File: config.mk
export PLATFORM = sky130hd
export DESIGN_NAME = lc3_alu_seq
export DESIGN_NICKNAME = d
export VERILOG_FILES = /design/src/rtl/lc3_pkg.sv /design/src/rtl/lc3_regfile.sv /design/src/rtl/lc3_alu_seq.sv
export SDC_FILE = /design/constraint.sdc
export NUM_CORES = 1
export LEC_CHECK = 0
export CAP_MARGIN = 20
export CORE_ASPECT_RATIO = 0.6
export CORE_MARGIN = 3
export CORE_UTILIZATION = 51
export DETAILED_ROUTE_END_ITERATION = 10
export GPL_ROUTABILITY_DRIVEN = 0
export HOLD_SLACK_MARGIN = 0.15
export PLACE_DENSITY = 0.81
export SETUP_SLACK_MARGIN = 0.4
export SKIP_LAST_GASP = 1
export SYNTH_ARGS = -nofsm -noshare
export SYNTH_HDL_FRONTEND = slang
export SYNTH_SLANG_ARGS = --single-unit
File: constraint.sdc
create_clock -name clk -period 6.17 [get_ports clk]
set_input_delay 0.617 -clock clk [delete_from_list [all_inputs] [get_ports clk]]
set_output_delay 0.617 -clock clk [all_outputs]
set_load 0.01 [all_outputs]
File: src/rtl/lc3_pkg.sv
// lc3_pkg: shared definitions for the LC-3 operate-instruction sequencer.
//   - opcode constants for the legal operate instructions (ADD, AND, NOT)
//   - sequencer FSM state encoding
//   - architectural condition-code reset value
//   - is_operate(): true for an opcode the sequencer executes
package lc3_pkg;

    localparam logic [3:0] OP_ADD  = 4'b0001;
    localparam logic [3:0] OP_AND  = 4'b0101;
    localparam logic [3:0] OP_NOT  = 4'b1001;

    localparam logic [2:0] NZP_RST = 3'b010;

    typedef enum logic [1:0] {
        IDLE = 2'd0,
        EXEC = 2'd1,
        WB   = 2'd2
    } state_t;

    function automatic logic is_operate(input logic [3:0] op);
        return (op == OP_ADD) || (op == OP_AND) || (op == OP_NOT);
    endfunction

endpackage

File: src/rtl/lc3_regfile.sv
// lc3_regfile: 8 x 16 LC-3 general-purpose register file.
// Ports:
//   clk, rst            clock, asynchronous active-high reset (all registers to 0)
//   we, waddr, wdata    synchronous write port
//   raddr1/rdata1       asynchronous read port 1
//   raddr2/rdata2       asynchronous read port 2
//   dbg_addr/dbg_data   extra asynchronous read port, only with LC3_ALU_SEQ_DBG_EN defined
module lc3_regfile (
    input  logic        clk,
    input  logic        rst,
    input  logic        we,
    input  logic [2:0]  waddr,
    input  logic [15:0] wdata,
    input  logic [2:0]  raddr1,
    output logic [15:0] rdata1,
    input  logic [2:0]  raddr2,
    output logic [15:0] rdata2
`ifdef LC3_ALU_SEQ_DBG_EN
    ,
    input  logic [2:0]  dbg_addr,
    output logic [15:0] dbg_data
`endif
);

    logic [15:0] regs [8];

    always_ff @(posedge clk or posedge rst) begin
        if (rst) begin
            for (int i = 0; i < 8; i++) begin
                regs[i] <= 16'h0000;
            end
        end else if (we) begin
            regs[waddr] <= wdata;
        end
    end

    assign rdata1 = regs[raddr1];
    assign rdata2 = regs[raddr2];

`ifdef LC3_ALU_SEQ_DBG_EN
    assign dbg_data = regs[dbg_addr];
`endif

endmodule

File: src/rtl/lc3_alu_seq.sv
// lc3_alu_seq: sequencer for LC-3 operate instructions (ADD, AND, NOT).
// Accepts one instruction over valid/ready, reads operands from the register
// file, drives the external ALU, waits ALU_LAT cycles, writes back and updates NZP.
// Parameter: ALU_LAT (1..8) cycles from operands applied to alu_out/alu_nzp valid.
// Ports:
//   clk, rst                    clock, asynchronous active-high reset
//   in_valid, in_instr, in_ready instruction handshake (in_ready = idle)
//   alu_a, alu_b, alu_op        registered ALU operands / opcode
//   alu_out, alu_nzp            ALU result and flags
//   done, err, wb_dr, wb_data   retire pulse and its write-back info
//   nzp                         architectural condition codes
// Macro LC3_ALU_SEQ_DBG_EN adds dbg_addr/dbg_data (combinational register peek).
module lc3_alu_seq
    import lc3_pkg::*;
#(
    parameter int unsigned ALU_LAT = 1
) (
    input  logic        clk,
    input  logic        rst,
    input  logic        in_valid,
    input  logic [15:0] in_instr,
    output logic        in_ready,
    output logic [15:0] alu_a,
    output logic [15:0] alu_b,
    output logic [3:0]  alu_op,
    input  logic [15:0] alu_out,
    input  logic [2:0]  alu_nzp,
    output logic        done,
    output logic        err,
    output logic [2:0]  wb_dr,
    output logic [15:0] wb_data,
    output logic [2:0]  nzp
`ifdef LC3_ALU_SEQ_DBG_EN
    ,
    input  logic [2:0]  dbg_addr,
    output logic [15:0] dbg_data
`endif
);

    localparam logic [3:0] CNT_INIT = 4'(ALU_LAT);

    state_t      state_q, state_d;
    logic [3:0]  cnt_q, cnt_d;
    logic [2:0]  dr_q;

    logic        accept;
    logic        legal;
    logic        last_exec;
    logic [3:0]  op_in;
    logic [15:0] rdata1, rdata2;
    logic [15:0] imm5;
    logic [15:0] b_next;

    assign in_ready  = (state_q == IDLE);
    assign done      = (state_q == WB);
    assign accept    = in_valid && in_ready;
    assign op_in     = in_instr[15:12];
    assign legal     = is_operate(op_in);
    assign last_exec = (state_q == EXEC) && (cnt_q == 4'd1);
    assign imm5      = {{11{in_instr[4]}}, in_instr[4:0]};

    always_comb begin
        b_next = rdata2;
        if (op_in == OP_NOT) begin
            b_next = 16'h0000;
        end else if (in_instr[5]) begin
            b_next = imm5;
        end
    end

`ifdef LC3_ALU_SEQ_DBG_EN
    lc3_regfile u_regfile (
        .clk      (clk),
        .rst      (rst),
        .we       (last_exec),
        .waddr    (dr_q),
        .wdata    (alu_out),
        .raddr1   (in_instr[8:6]),
        .rdata1   (rdata1),
        .raddr2   (in_instr[2:0]),
        .rdata2   (rdata2),
        .dbg_addr (dbg_addr),
        .dbg_data (dbg_data)
    );
`else
    lc3_regfile u_regfile (
        .clk    (clk),
        .rst    (rst),
        .we     (last_exec),
        .waddr  (dr_q),
        .wdata  (alu_out),
        .raddr1 (in_instr[8:6]),
        .rdata1 (rdata1),
        .raddr2 (in_instr[2:0]),
        .rdata2 (rdata2)
    );
`endif

    always_comb begin
        state_d = state_q;
        cnt_d   = cnt_q;
        unique case (state_q)
            IDLE: begin
                if (accept) begin
                    state_d = legal ? EXEC : WB;
                    cnt_d   = CNT_INIT;
                end
            end
            EXEC: begin
                if (cnt_q == 4'd1) begin
                    state_d = WB;
                    cnt_d   = 4'd0;
                end else begin
                    cnt_d = cnt_q - 4'd1;
                end
            end
            WB:      state_d = IDLE;
            default: state_d = IDLE;
        endcase
    end

    always_ff @(posedge clk or posedge rst) begin
        if (rst) begin
            state_q <= IDLE;
            cnt_q   <= 4'd0;
        end else begin
            state_q <= state_d;
            cnt_q   <= cnt_d;
        end
    end

    always_ff @(posedge clk or posedge rst) begin
        if (rst) begin
            alu_a   <= 16'h0000;
            alu_b   <= 16'h0000;
            alu_op  <= 4'b0000;
            dr_q    <= 3'd0;
            err     <= 1'b0;
            wb_dr   <= 3'd0;
            wb_data <= 16'h0000;
            nzp     <= NZP_RST;
        end else begin
            if (accept) begin
                if (legal) begin
                    alu_a  <= rdata1;
                    alu_b  <= b_next;
                    alu_op <= op_in;
                    dr_q   <= in_instr[11:9];
                end else begin
                    // Illegal opcode leaves the ALU side untouched; retire with error.
                    err     <= 1'b1;
                    wb_dr   <= 3'd0;
                    wb_data <= 16'h0000;
                end
            end
            if (last_exec) begin
                err     <= 1'b0;
                wb_dr   <= dr_q;
                wb_data <= alu_out;
                nzp     <= alu_nzp;
            end
        end
    end

endmodule

---- Word level (Yosys, flattened, before mapping) ----
Index checks and enable logic that the tools add are counted.
Widths: inputs -> output; s select.
word-level totals
  bits in registers ....................... 196
  input port bits ......................... 38
  output and inout port bits .............. 61
  word-level logic and storage cells ...... 74
operators by class
  add/sub/neg operators ................... 1
  magnitude comparators ................... 4
  equal/unequal tests ..................... 9
  muxes and demuxes ....................... 27
  bitwise gates (word level) .............. 3
  reductions and logical operators ........ 12
operators by type and width
  kind                 count
  $mux 16              10
  $bwmux 128           1
  $bmux 16 s3          2
  $demux 16 s3         1
  $ge 4x4->1 const B   3
  $not 3->4            3
  $mux 3               3
  $eq 4x1->1 const B   2
  $mux 4               2
  $pmux 4 s2           1
  $reduce_and 2->1     4
  $mux 2               3
  $ne 2x1->1 const B   3
  $eq 4x3->1 const B   1
  $eq 4x4->1 const B   1
  $lt 4x1->1 const B   1
  $pmux 2 s2           1
  $reduce_bool 2->1    2
  $sub 4x1->4 const B  1
  $logic_and 1x1->1    3
  $mux 1               3
  $eq 2x1->1 const B   1
  $eq 2x2->1 const B   1
  $logic_not 2->1      1
  $logic_or 1x1->1     2

---- Logic depth before layout (Yosys ltp) ----
  depth in word-level cells ............... 6
  gate-level depth with buffers ........... 8
  mapped depth without buffers ............ 6

---- Modules after synthesis ----
From an unflattened synthesis, not the netlist that was laid out.
second synthesis, totals
  cells, all modules ...................... 647
  area total of the unflattened synthesis .. 10,047.1 µm²
by module, submodules not included
  module       times used  cells an instance  area an instance (µm²)  seq. area each (µm²)
  lc3_regfile  1           396                7,040.5                 3,203.1
  lc3_alu_seq  1           251                3,006.6                 1,702.9

---- Least setup slack after synthesis ----
OpenSTA, ideal clock, no wires.
  path type ............................... register to register
  start ................................... reg cnt_q[1]
  end ..................................... reg u_regfile.regs[48] (netlist bit)
  setup time .............................. 125 ps
  arrival ................................. 2,239 ps
  required time ........................... 6,045 ps
  slack ................................... 3,806 ps
  cell stages (with the launch flop) ...... 9
  buffers on the path ..................... 2
  period minus slack after synthesis ...... 2,364 ps
  cells stage by stage .................... dfrtp_1 inv_1 ha_1 or3b_1 or2_1 buf_6 nor4b_4 buf_8 mux2_4
on the way
  cells in the longest elaborated chain, start to end .. 2
RTL lines
  what                             line                text
  from (decl)                      lc3_alu_seq.sv:43   logic [3:0] cnt_q, cnt_d;
  from (signal assigned)           lc3_alu_seq.sv:128  cnt_q <= cnt_d;
  $eq 4x1->1                       lc3_alu_seq.sv:59   assign last_exec = (state_q == EXEC) && (cnt_q == 4'd1);
  $logic_and 1x1->1                lc3_alu_seq.sv:59
  to (signal, indexed assignment)  lc3_regfile.sv:33   regs[waddr] <= wdata;
  to (decl)                        lc3_regfile.sv:25   logic [15:0] regs [8];
No other way between the ends.
A chain may end at the register's enable or synchronous reset.

---- Final worst setup path ----
  start ................................... reg cnt_q[1]
  end ..................................... reg u_regfile.regs[26] (netlist bit)
Same word-level chain as after synthesis.

==> flow_summary.yaml <==
sta:
  finClkSkew_ns: 0.0122
  hold_ws_ns: 0.467
  maxSlewHeadroom_pct: 26.4
  worst_slew_pin_slew_ns: 1.10
  fin_crit_ns: 2.88
  rsz0062_at_grt: "no"
  tns_ns: 0
  drv_slew: 0
  finalSetupViolations: 0
  finalHoldViolCount: 0
  timing.fmax_ghz: 0.347
  fin_crit_sh_pct: 46.7
cells_and_area:
  diodes: 0
  synthToLayoutAreaGrowth_pct: 19.3
  drive_gt1_share_pct: 34.5
  nets: 760
yosys:
  syn_inst: 630
  synthSimpleGateAreaFrac_pct: 4.84
  synth_nets: 670
  synth_area_leaders: "dfrtp_1, mux4_2, mux2_2, mux2i_1, nand2_1"
  synth_xor_area_share_pct: 0.188
  ys_types: 45
  synth_top_cell_by_area: "dfrtp_1"
  synth_ff_type: "dfrtp_1"
  ys_seq_area_share_pct: 52.6
  synth_top_family_by_area: "multiplexers"
  yosysMostFrequentCell: "dfrtp_1"
  syn_area_um2: 9330
  synth_edf_count: 0
  netlist_top_cells_count: "dfrtp_1, mux2_2, mux4_2"
  synth_compound_area_share_pct: 4.95
  synthAdderAreaFrac_pct: 0.268
  yosysTopAreaCellShare_pct: 52.3
  yosysWarnings: 0
  async_flop_share_pct: 100
  synthMuxAreaShare_pct: 34.6
  avgSynthCellArea_um2: 14.8
  synth-seq-cells: 196
global_route:
  antenna_found_initial: 0
  grt_pass1_wl_um: 36200
  grt_overflow: 0
  grt_max_degree: 197
  grt_pass1_vias: 6522
  groute.usage.overall_pct: 23.1
power:
  finalPower_mw: 4.68
  vdd_drop_max_mv: 0.257
  p_leak_nw: 4.82
  power_density_nw_per_um2: 421
cts:
  root_buffer: "clkbuf_16"
  cts_buffers: 17
  cts.sinks: 196
  cts_tree: "yes"
  clk_latency_ns: 0.43
  htree_levels: 4
  cts.clk_slew.worst_paths_ns: 0.08
  hold_buffers: 0
  post-cts-setup-buffers: 0
  clockBufferDepth: 2
  cts.repair.resized: 0
placed_design:
  hpwl_um: 14100
  portBuffers: 98
drt:
  ant_nets: 0
  drt_iter0_drc: 618
  post_drt_wl_per_cell_um: 23.3
  via_count: 6013
  viasPerCell: 6.22
  drc: 0
  drtPass1Iterations: 5
  wl_um: 22500
floorplan:
  die_w_um: 181
  coreArea_um2: 17500
  dieArea_um2: 20000
  die_h_um: 111
  initial_utilization_pct: 53.1
  ioPinCount: 99
  rows: 37
setup_path:
  cp_top_family: "simple AND/OR/NAND/NOR gates"
  worst_ep_required_time_ns: 6.47
  critPathSlowestCell: "nor3_4"
  critical_path_buf_inv_count: 1
  end_kind: "register"
  max_stage_delay_ns: 0.90
  crit_arrival_ns: 3.18
  cp_max_fo: 16
  worstSetupStartpointType: "register"
  path_cells: "inv_1 > ha_1 > or3b_1 > or2_1 > nor3_4 > mux2_2"
  setup.worst_path.class: "reg2reg"
job:
  max_cap_violations: 0
min_path:
  hp-class: "reg2reg"
outcome:
  status: "finished clean"
[worst min-delay path, delay by kind of cell, from the launching register on]
| kind | cells | cell delay [ns] |
|---|---|---|
| and+or+nand+nor | 2 | 0.10 |
| DFF | 1 | 0.37 |
[flip-flops by register name, summed over array words and instances, names as in the netlist]
register	count
alu_a	16
u_regfile.regs	128
alu_op	4
nzp	3
state_q	2
err	1
dr_q	3
alu_b	16
wb_data	16
cnt_q	4
wb_dr	3
[metal layers]
metal	track usage, %	vias up	part of all wire (%)
li1	-	2547	-
met2	37.3	226	48
met4	5.47	0	1.3
met3	5.05	29	6.4
met5	0	-	0
met1	32.5	3211	44
[power by group]
group          internal [mW]  total [mW]  switching [mW]
registers               1.75        2.12           0.377
logic                  0.900        1.44           0.544
clock network          0.598        1.11           0.512
[cell type report]
class | instances | area [um^2]
clock inverter | 12 | 120
multi-input combinational | 382 | 4190
inverter | 7 | 30.0
clock buffer | 20 | 467
sequential | 196 | 4910
tap | 234 | 293
timing repair buffer | 116 | 1120
fill | 1240 | 6420
[cells in the final DEF (no fill, tap or decap), drive strengths merged, types with 3 or more instances in the layout]
cell type / n
mux2: 131
nand2: 47
o211ai: 12
clkbuf: 21
clkinv: 6
mux2i: 34
nand3: 3
clkdlybuf4s50: 96
nor2: 14
inv: 10
o21ai: 25
nor4: 3
mux4: 61
dfrtp: 195
a22o: 19
nor2b: 3
buf: 19
[worst paths after layout]
kind | slack (ns) | startpoint | to | depth (start not counted)
max in group asynchronous | 4.54 | rst | u_regfile.regs[111] | 3
worst max-delay path | 3.29 | cnt_q[1] | u_regfile.regs[26] | 6
worst min-delay path | 0.47 | nzp[1] | nzp[1] | 2
worst min register to register | 0.47 | nzp[1] | nzp[1] | 2
min in group asynchronous | 0.77 | rst | cnt_q[1] | 3
worst max register to register | 3.29 | cnt_q[1] | u_regfile.regs[26] | 6
[kinds of logic (layout without fill, tap and decap cells)]
kind of cell    after synthesis  count (layout)
mux                         226             226
flops                       196             196
simple gates                 86              86
compound gates               66              66
buf+inv                      52             155
fa+ha+maj                     2               2
xor+xnor                      2               2
[metrics by stage]
stage	area (um^2)	util [%]	cells	setup slack [ns]
global placement	10500	60.0	934	3.17
detailed placement	10500	60.0	934	3.13
CTS	11100	63.4	966	3.30
finish	11100	63.4	967	3.29
global route	11100	63.4	967	3.20
floorplan	9330	-	630	3.02
Note: power is estimated with default switching activity, not from simulation.
